File: config.mk
export PLATFORM = sky130hd
export DESIGN_NAME = mem_router
export DESIGN_NICKNAME = d
export VERILOG_FILES = /design/src/rtl/mem_router.sv
export SDC_FILE = /design/constraint.sdc
export NUM_CORES = 1
export LEC_CHECK = 0
export CAP_MARGIN = 20
export CORE_AREA = 2 2 177 179
export CTS_CLUSTER_DIAMETER = 40
export CTS_CLUSTER_SIZE = 12
export DETAILED_ROUTE_END_ITERATION = 8
export DIE_AREA = 0 0 179 181
export PLACE_DENSITY_LB_ADDON = 0.1
export SYNTH_ARGS = -nofsm -noshare
export SYNTH_HDL_FRONTEND = slang
export SYNTH_SLANG_ARGS = --single-unit
File: constraint.sdc
create_clock -name clock -period 3.3 [get_ports clock]
set_input_delay 0.66 -clock clock [delete_from_list [all_inputs] [get_ports clock]]
set_output_delay 0.66 -clock clock [all_outputs]
set_load 0.005 [all_outputs]
File: src/rtl/mem_router.sv
// rtl/mem_router.sv - parametrised single-master, N-slave memory-bus router
//
// Decodes each master request against a table of base/mask windows and forwards
// it, rebased to the window offset, to the lowest-indexed matching slave. While a
// transaction is outstanding only the selected slave's response is returned.
// One further request can wait in a pending buffer. Unmapped addresses and
// transactions that exceed TIMEOUT busy cycles are answered with an error.
//
// Ports:
//   clock, reset        system clock, asynchronous active-low reset
//   m_valid/m_instr/m_addr/m_wdata/m_wstrb   master request (wstrb==0 is a read)
//   m_rdata/m_ready/m_error                  master response, m_ready is a 1-cycle strobe
//   s_valid[NUM_SLAVES]                      per-slave request strobe
//   s_instr/s_addr/s_wdata/s_wstrb           broadcast request (s_addr is the slave offset)
//   s_rdata/s_ready/s_error                  per-slave responses, packed by slave index
//   busy                                     transaction outstanding or request pending
//   overflow                                 sticky: a request was dropped, buffer full
module mem_router #(
  parameter int NUM_SLAVES = 8,
  parameter int ADDR_WIDTH = 32,
  parameter int DATA_WIDTH = 32,
  parameter logic [NUM_SLAVES*ADDR_WIDTH-1:0] SLAVE_BASE = '0,
  parameter logic [NUM_SLAVES*ADDR_WIDTH-1:0] SLAVE_MASK = '0,
  parameter int TIMEOUT = 1024
) (
  input  logic                           clock,
  input  logic                           reset,
  input  logic                           m_valid,
  input  logic                           m_instr,
  input  logic [ADDR_WIDTH-1:0]          m_addr,
  input  logic [DATA_WIDTH-1:0]          m_wdata,
  input  logic [DATA_WIDTH/8-1:0]        m_wstrb,
  output logic [DATA_WIDTH-1:0]          m_rdata,
  output logic                           m_ready,
  output logic                           m_error,
  output logic [NUM_SLAVES-1:0]          s_valid,
  output logic                           s_instr,
  output logic [ADDR_WIDTH-1:0]          s_addr,
  output logic [DATA_WIDTH-1:0]          s_wdata,
  output logic [DATA_WIDTH/8-1:0]        s_wstrb,
  input  logic [NUM_SLAVES*DATA_WIDTH-1:0] s_rdata,
  input  logic [NUM_SLAVES-1:0]          s_ready,
  input  logic [NUM_SLAVES-1:0]          s_error,
  output logic                           busy,
  output logic                           overflow
);

  localparam int AW = ADDR_WIDTH;
  localparam int DW = DATA_WIDTH;
  localparam int BW = DATA_WIDTH / 8;
  localparam int SW = (NUM_SLAVES > 1) ? $clog2(NUM_SLAVES) : 1;
  localparam int CW = (TIMEOUT > 1) ? $clog2(TIMEOUT) : 1;
  localparam logic [CW-1:0] CNT_LAST = (TIMEOUT > 0) ? CW'(TIMEOUT - 1) : '0;

  typedef enum logic [1:0] {IDLE, BUSY, ERR, ISSUE} state_t;

  state_t        state, state_nxt;
  logic [SW-1:0] sel, sel_nxt;
  logic [CW-1:0] cnt, cnt_nxt;
  logic          pend_valid, pend_valid_nxt;
  logic          pend_instr, pend_instr_nxt;
  logic [AW-1:0] pend_addr, pend_addr_nxt;
  logic [DW-1:0] pend_wdata, pend_wdata_nxt;
  logic [BW-1:0] pend_wstrb, pend_wstrb_nxt;
  logic          overflow_q, overflow_nxt;

  // The request being issued this cycle: the master port in IDLE, the
  // pending register in ISSUE (which is always valid in that state).
  logic          iss_valid, iss_instr;
  logic [AW-1:0] iss_addr;
  logic [DW-1:0] iss_wdata;
  logic [BW-1:0] iss_wstrb;

  always_comb begin
    iss_valid = 1'b0;
    iss_instr = m_instr;
    iss_addr  = m_addr;
    iss_wdata = m_wdata;
    iss_wstrb = m_wstrb;
    if (state == IDLE) begin
      iss_valid = m_valid;
    end else if (state == ISSUE) begin
      iss_valid = 1'b1;
      iss_instr = pend_instr;
      iss_addr  = pend_addr;
      iss_wdata = pend_wdata;
      iss_wstrb = pend_wstrb;
    end
  end

  // Address decode; scanning from the top down leaves the lowest hit standing.
  logic          hit_any;
  logic [SW-1:0] win;
  logic [AW-1:0] win_base;

  always_comb begin
    hit_any  = 1'b0;
    win      = '0;
    win_base = '0;
    for (int i = NUM_SLAVES - 1; i >= 0; i--) begin
      if (~|(SLAVE_BASE[i*AW +: AW] ^ (iss_addr & ~SLAVE_MASK[i*AW +: AW]))) begin
        hit_any  = 1'b1;
        win      = SW'(i);
        win_base = SLAVE_BASE[i*AW +: AW];
      end
    end
  end

  // Response of the currently selected slave only.
  logic          sel_ready, sel_error;
  logic [DW-1:0] sel_rdata;

  always_comb begin
    sel_ready = 1'b0;
    sel_error = 1'b0;
    sel_rdata = '0;
    for (int i = 0; i < NUM_SLAVES; i++) begin
      if (sel == SW'(i)) begin
        sel_ready = s_ready[i];
        sel_error = s_error[i];
        sel_rdata = s_rdata[i*DW +: DW];
      end
    end
  end

  logic timeout_hit;
  assign timeout_hit = (TIMEOUT != 0) && (cnt == CNT_LAST) && !sel_ready;

  always_comb begin
    state_nxt      = state;
    sel_nxt        = sel;
    cnt_nxt        = cnt;
    pend_valid_nxt = pend_valid;
    pend_instr_nxt = pend_instr;
    pend_addr_nxt  = pend_addr;
    pend_wdata_nxt = pend_wdata;
    pend_wstrb_nxt = pend_wstrb;
    overflow_nxt   = overflow_q;
    m_ready        = 1'b0;
    m_error        = 1'b0;
    m_rdata        = '0;
    s_valid        = '0;
    s_instr        = 1'b0;
    s_addr         = '0;
    s_wdata        = '0;
    s_wstrb        = '0;

    if (iss_valid) begin
      s_instr = iss_instr;
      s_wdata = iss_wdata;
      s_wstrb = iss_wstrb;
      s_addr  = hit_any ? (iss_addr - win_base) : iss_addr;
      if (hit_any) begin
        s_valid   = NUM_SLAVES'(1) << win;
        state_nxt = BUSY;
        sel_nxt   = win;
        cnt_nxt   = '0;
      end else begin
        state_nxt = ERR;
      end
    end

    // The ISSUE cycle empties the buffer first so a request arriving in the
    // same cycle can take its place.
    if (state == ISSUE) pend_valid_nxt = 1'b0;

    if (m_valid && (state != IDLE)) begin
      if (!pend_valid || (state == ISSUE)) begin
        pend_valid_nxt = 1'b1;
        pend_instr_nxt = m_instr;
        pend_addr_nxt  = m_addr;
        pend_wdata_nxt = m_wdata;
        pend_wstrb_nxt = m_wstrb;
      end else begin
        overflow_nxt = 1'b1;
      end
    end

    // Completion looks at the buffer after capture, so a request arriving
    // on the completion cycle goes through ISSUE rather than being lost.
    case (state)
      ERR: begin
        m_ready   = 1'b1;
        m_error   = 1'b1;
        state_nxt = pend_valid_nxt ? ISSUE : IDLE;
      end
      BUSY: begin
        m_ready = sel_ready;
        m_error = sel_error;
        m_rdata = sel_rdata;
        if (sel_ready) begin
          state_nxt = pend_valid_nxt ? ISSUE : IDLE;
        end else if (timeout_hit) begin
          m_ready   = 1'b1;
          m_error   = 1'b1;
          m_rdata   = '0;
          state_nxt = pend_valid_nxt ? ISSUE : IDLE;
        end else begin
          cnt_nxt = cnt + CW'(1);
        end
      end
      default: ;
    endcase

    // Combinational paths from m_*/s_* must also be silent while in reset.
    if (!reset) begin
      m_ready = 1'b0;
      m_error = 1'b0;
      m_rdata = '0;
      s_valid = '0;
      s_instr = 1'b0;
      s_addr  = '0;
      s_wdata = '0;
      s_wstrb = '0;
    end
  end

  always_ff @(posedge clock or negedge reset) begin
    if (!reset) begin
      state      <= IDLE;
      sel        <= '0;
      cnt        <= '0;
      pend_valid <= 1'b0;
      pend_instr <= 1'b0;
      pend_addr  <= '0;
      pend_wdata <= '0;
      pend_wstrb <= '0;
      overflow_q <= 1'b0;
    end else begin
      state      <= state_nxt;
      sel        <= sel_nxt;
      cnt        <= cnt_nxt;
      pend_valid <= pend_valid_nxt;
      pend_instr <= pend_instr_nxt;
      pend_addr  <= pend_addr_nxt;
      pend_wdata <= pend_wdata_nxt;
      pend_wstrb <= pend_wstrb_nxt;
      overflow_q <= overflow_nxt;
    end
  end

  assign busy     = (state != IDLE) | pend_valid;
  assign overflow = overflow_q;

endmodule
==> metrics.txt <==
status=finished, final reports clean; number of synthesis warnings=0; Relative slew margins=41.2%; drt initial violations=213; Final Cycle Share=97.4%; crit-path max cell delay=560 ps; Fin. Hold Viols=0; HPWL Detailed=15200 um; cell count after placement=1169; worst-margin pin slew=881 ps; Slew Viols, Final=0; pwr/cell area=568 nW/um^2; CTS Root Cell=clkbuf_16; Routed wire per std cell=16.9 um; final WL=20100 um; Worst Skew=14.5 ps; placed instance area=7680 um^2; final setup violation count=0; critical-path cell list=clkdlybuf4s50_1 -> nand2_1 -> nand2_2 -> nand2_2 -> buf_4 -> a21oi_1 -> clkdlybuf4s50_1; mux cell area share after synthesis=16.2%; CP max stage cell=clkdlybuf4s50_1; Worst Path Class, Setup=in -> out; worst-skew pair later-pin latency=350 ps; I/O pin count=457; Overflow after GRT=0; final std cells w/o fill=1190; Synth cell types=40; max-cap violations=0; maximum VDD drop=225 uV; #FFs+latches synth=83; Synth Area in Compound Gates=11.8%; total global routing track utilization=12.5%; ant diodes=0; fmax=0.311 GHz; Worst EP arrival=2560 ps; Worst Setup Start Kind=input port; Mapped Cells=554; CTS clk-pin slew, worst paths=70 ps; synthesis-to-finish area growth=67.1%; global-route wire length before repair=30400 um; average cell area after synthesis=8.78 um^2; CP Max Fanout=20; TritonCTS clock tree=done; EDFF count, synth=0; Critical Path RT=2640 ps; mapped cell area=4860 um^2; chip width=179 um; Die Ht=181 um; layout net count=1138; vias in the first global route=5131; hold-fix buffers at CTS=0; largest net degree at the start of global routing=63; Initial Util=16.0%; die area=32400 um^2; leakage power=3.34 nW; adder-cell share of the synthesized area=1.29%; Post-DRT Antenna Nets=0; Synth Area in Simple Gates=22.8%; Hold Crit Class=in -> async; antenna violations before repair=2; clk sinks=83; largest family of logic cells by synthesized area=simple AND/OR/NAND/NOR gates; number of buffers created by CTS=9; # rows=64; PortBufs=211; most common flop cell mapped by yosys=dfrtp_1; Max H-tree Level=3; vias post-DR=4920; GP Congestion=0.757; nature of the critical path endpoint=output port; Async SR Flop Fraction=100%; DRC viols=0; worst-case clock buffer depth=2; layout cell share with drive strength beyond 1=20.0%; total chip power=4.62 mW; Via density=4.13; final instance area=8130 um^2; reg2reg path depth=9; Tmin final=3220 ps; core area=30300 um^2; Fin Hold WS=405 ps; 1st-pass router iterations=4; post-synthesis sequential area ratio=42.7%; XOR/XNOR Fraction of Synth Area=0.360%
worst max-delay path, delay by kind of cell:
kind / cells / cell delay (ps)
AOI/OAI and AO/OA: 1 / 230
buffers and inverters: 3 / 1310
and+or+nand+nor: 3 / 350
cell usage after synthesis, drive strengths merged (5+ instances only):
cell	n	area, um^2
dfrtp	83	2080
a21oi	71	355
ha	5	62.6
nor4	15	93.8
nand3	7	35.0
o21ai	10	50.1
inv	6	22.5
mux2	69	777
clkbuf	21	78.8
nand2	156	586
nor3	7	35.0
buf	22	133
o22ai	6	37.5
and2	35	219
sequential cells by signal, indices dropped and copies added (netlist names):
signal	cells
cnt	10
overflow	1
pend_addr	32
pend_instr	1
pend_valid	1
pend_wdata	32
pend_wstrb	4
state	2
report_power, final:
part	switching [mW]	total [mW]	leakage (nW)	internal, mW
combinational	0.762	1.80	2.18	1.03
clock	0.504	1.04	0.148	0.539
sequential	0.296	1.78	1.01	1.48
total	1.56	4.62	3.34	3.05
layout make-up:
class | count | area, um^2
Fill cell | 3233 | 22200
Multi-Input combinational cell | 428 | 2680
Timing Repair Buffer | 261 | 2550
Sequential cell | 83 | 2080
Tap cell | 396 | 495
Clock buffer | 9 | 225
Clock inverter | 7 | 78.8
Inverter | 6 | 22.5
placed cells by master (no fill, tap or decap), types with 3 or more instances in the layout:
cell               n
clkdlybuf4s50_1  206
nand2_1          154
dfrtp_1           83
mux2_2            67
a21oi_1           66
buf_4             45
and2_1            35
nor4_1            11
clkbuf_16          9
nand3_1            7
conb_1             7
o21ai_0            6
nor3_1             6
inv_1              5
o22ai_1            5
a21oi_2            5
buf_12             5
nand4_1            4
and3_1             4
o21ai_1            4
nor2_1             4
ha_1               4
nand2b_1           3
a31o_2             3
o31ai_1            3
inv_6              3
cells by family (layout without fill, tap and decap cells):
| logic type | count (synthesis) | in the layout |
|---|---|---|
| multiplexers | 70 | 70 |
| XOR/XNOR | 2 | 2 |
| other | 1 | 7 |
| AO/OA/AOI/OAI | 101 | 101 |
| adder cells (fa/ha/maj) | 5 | 5 |
| AND/OR/NAND/NOR | 243 | 243 |
| flip-flops | 83 | 83 |
| buffers and inverters | 49 | 283 |
final timing paths:
path / from / endpoint / slack [ps]
max: m_valid / s_addr[8] / 80
min: reset / pend_wdata[1]$_DFFE_PN0P_ / 400
max reg2reg: state[0]$_DFF_PN0_ / cnt[6]$_DFF_PN0_ / 910
min reg2reg: overflow$_DFFE_PN0P_ / overflow$_DFFE_PN0P_ / 500
max in group asynchronous: reset / pend_addr[26]$_DFFE_PN0P_ / 2090
min in group clock: overflow$_DFFE_PN0P_ / overflow$_DFFE_PN0P_ / 500
layer usage:
metal	up-vias	part of all wire [%]	global-route usage (%)
li1	2359	-	-
met1	2347	45	15.9
met2	193	42	18.7
met3	17	12	6.69
met4	4	0.96	2.37
met5	-	0.11	0
stage by stage:
stage / TNS [ps] / setup WS [ps] / utilization, %
2_1_floorplan: 0 / 917 / -
3_3_place_gp: -252 / -252 / 25.3
6_report: 0 / 84.2 / 26.8
3_5_place_dp: -237 / -237 / 25.3
4_1_cts: 0 / 1.56 / 26.6
5_1_grt: -8.34 / -4.94 / 26.8
timing repair:
item / CTS / global route
buffers inserted: 4 / 1
endpoints found under the setup margin: 43 / 62
pin swaps: 1 / 0
gates resized for setup: 14 / 10
(Power assumes the default switching activity.)
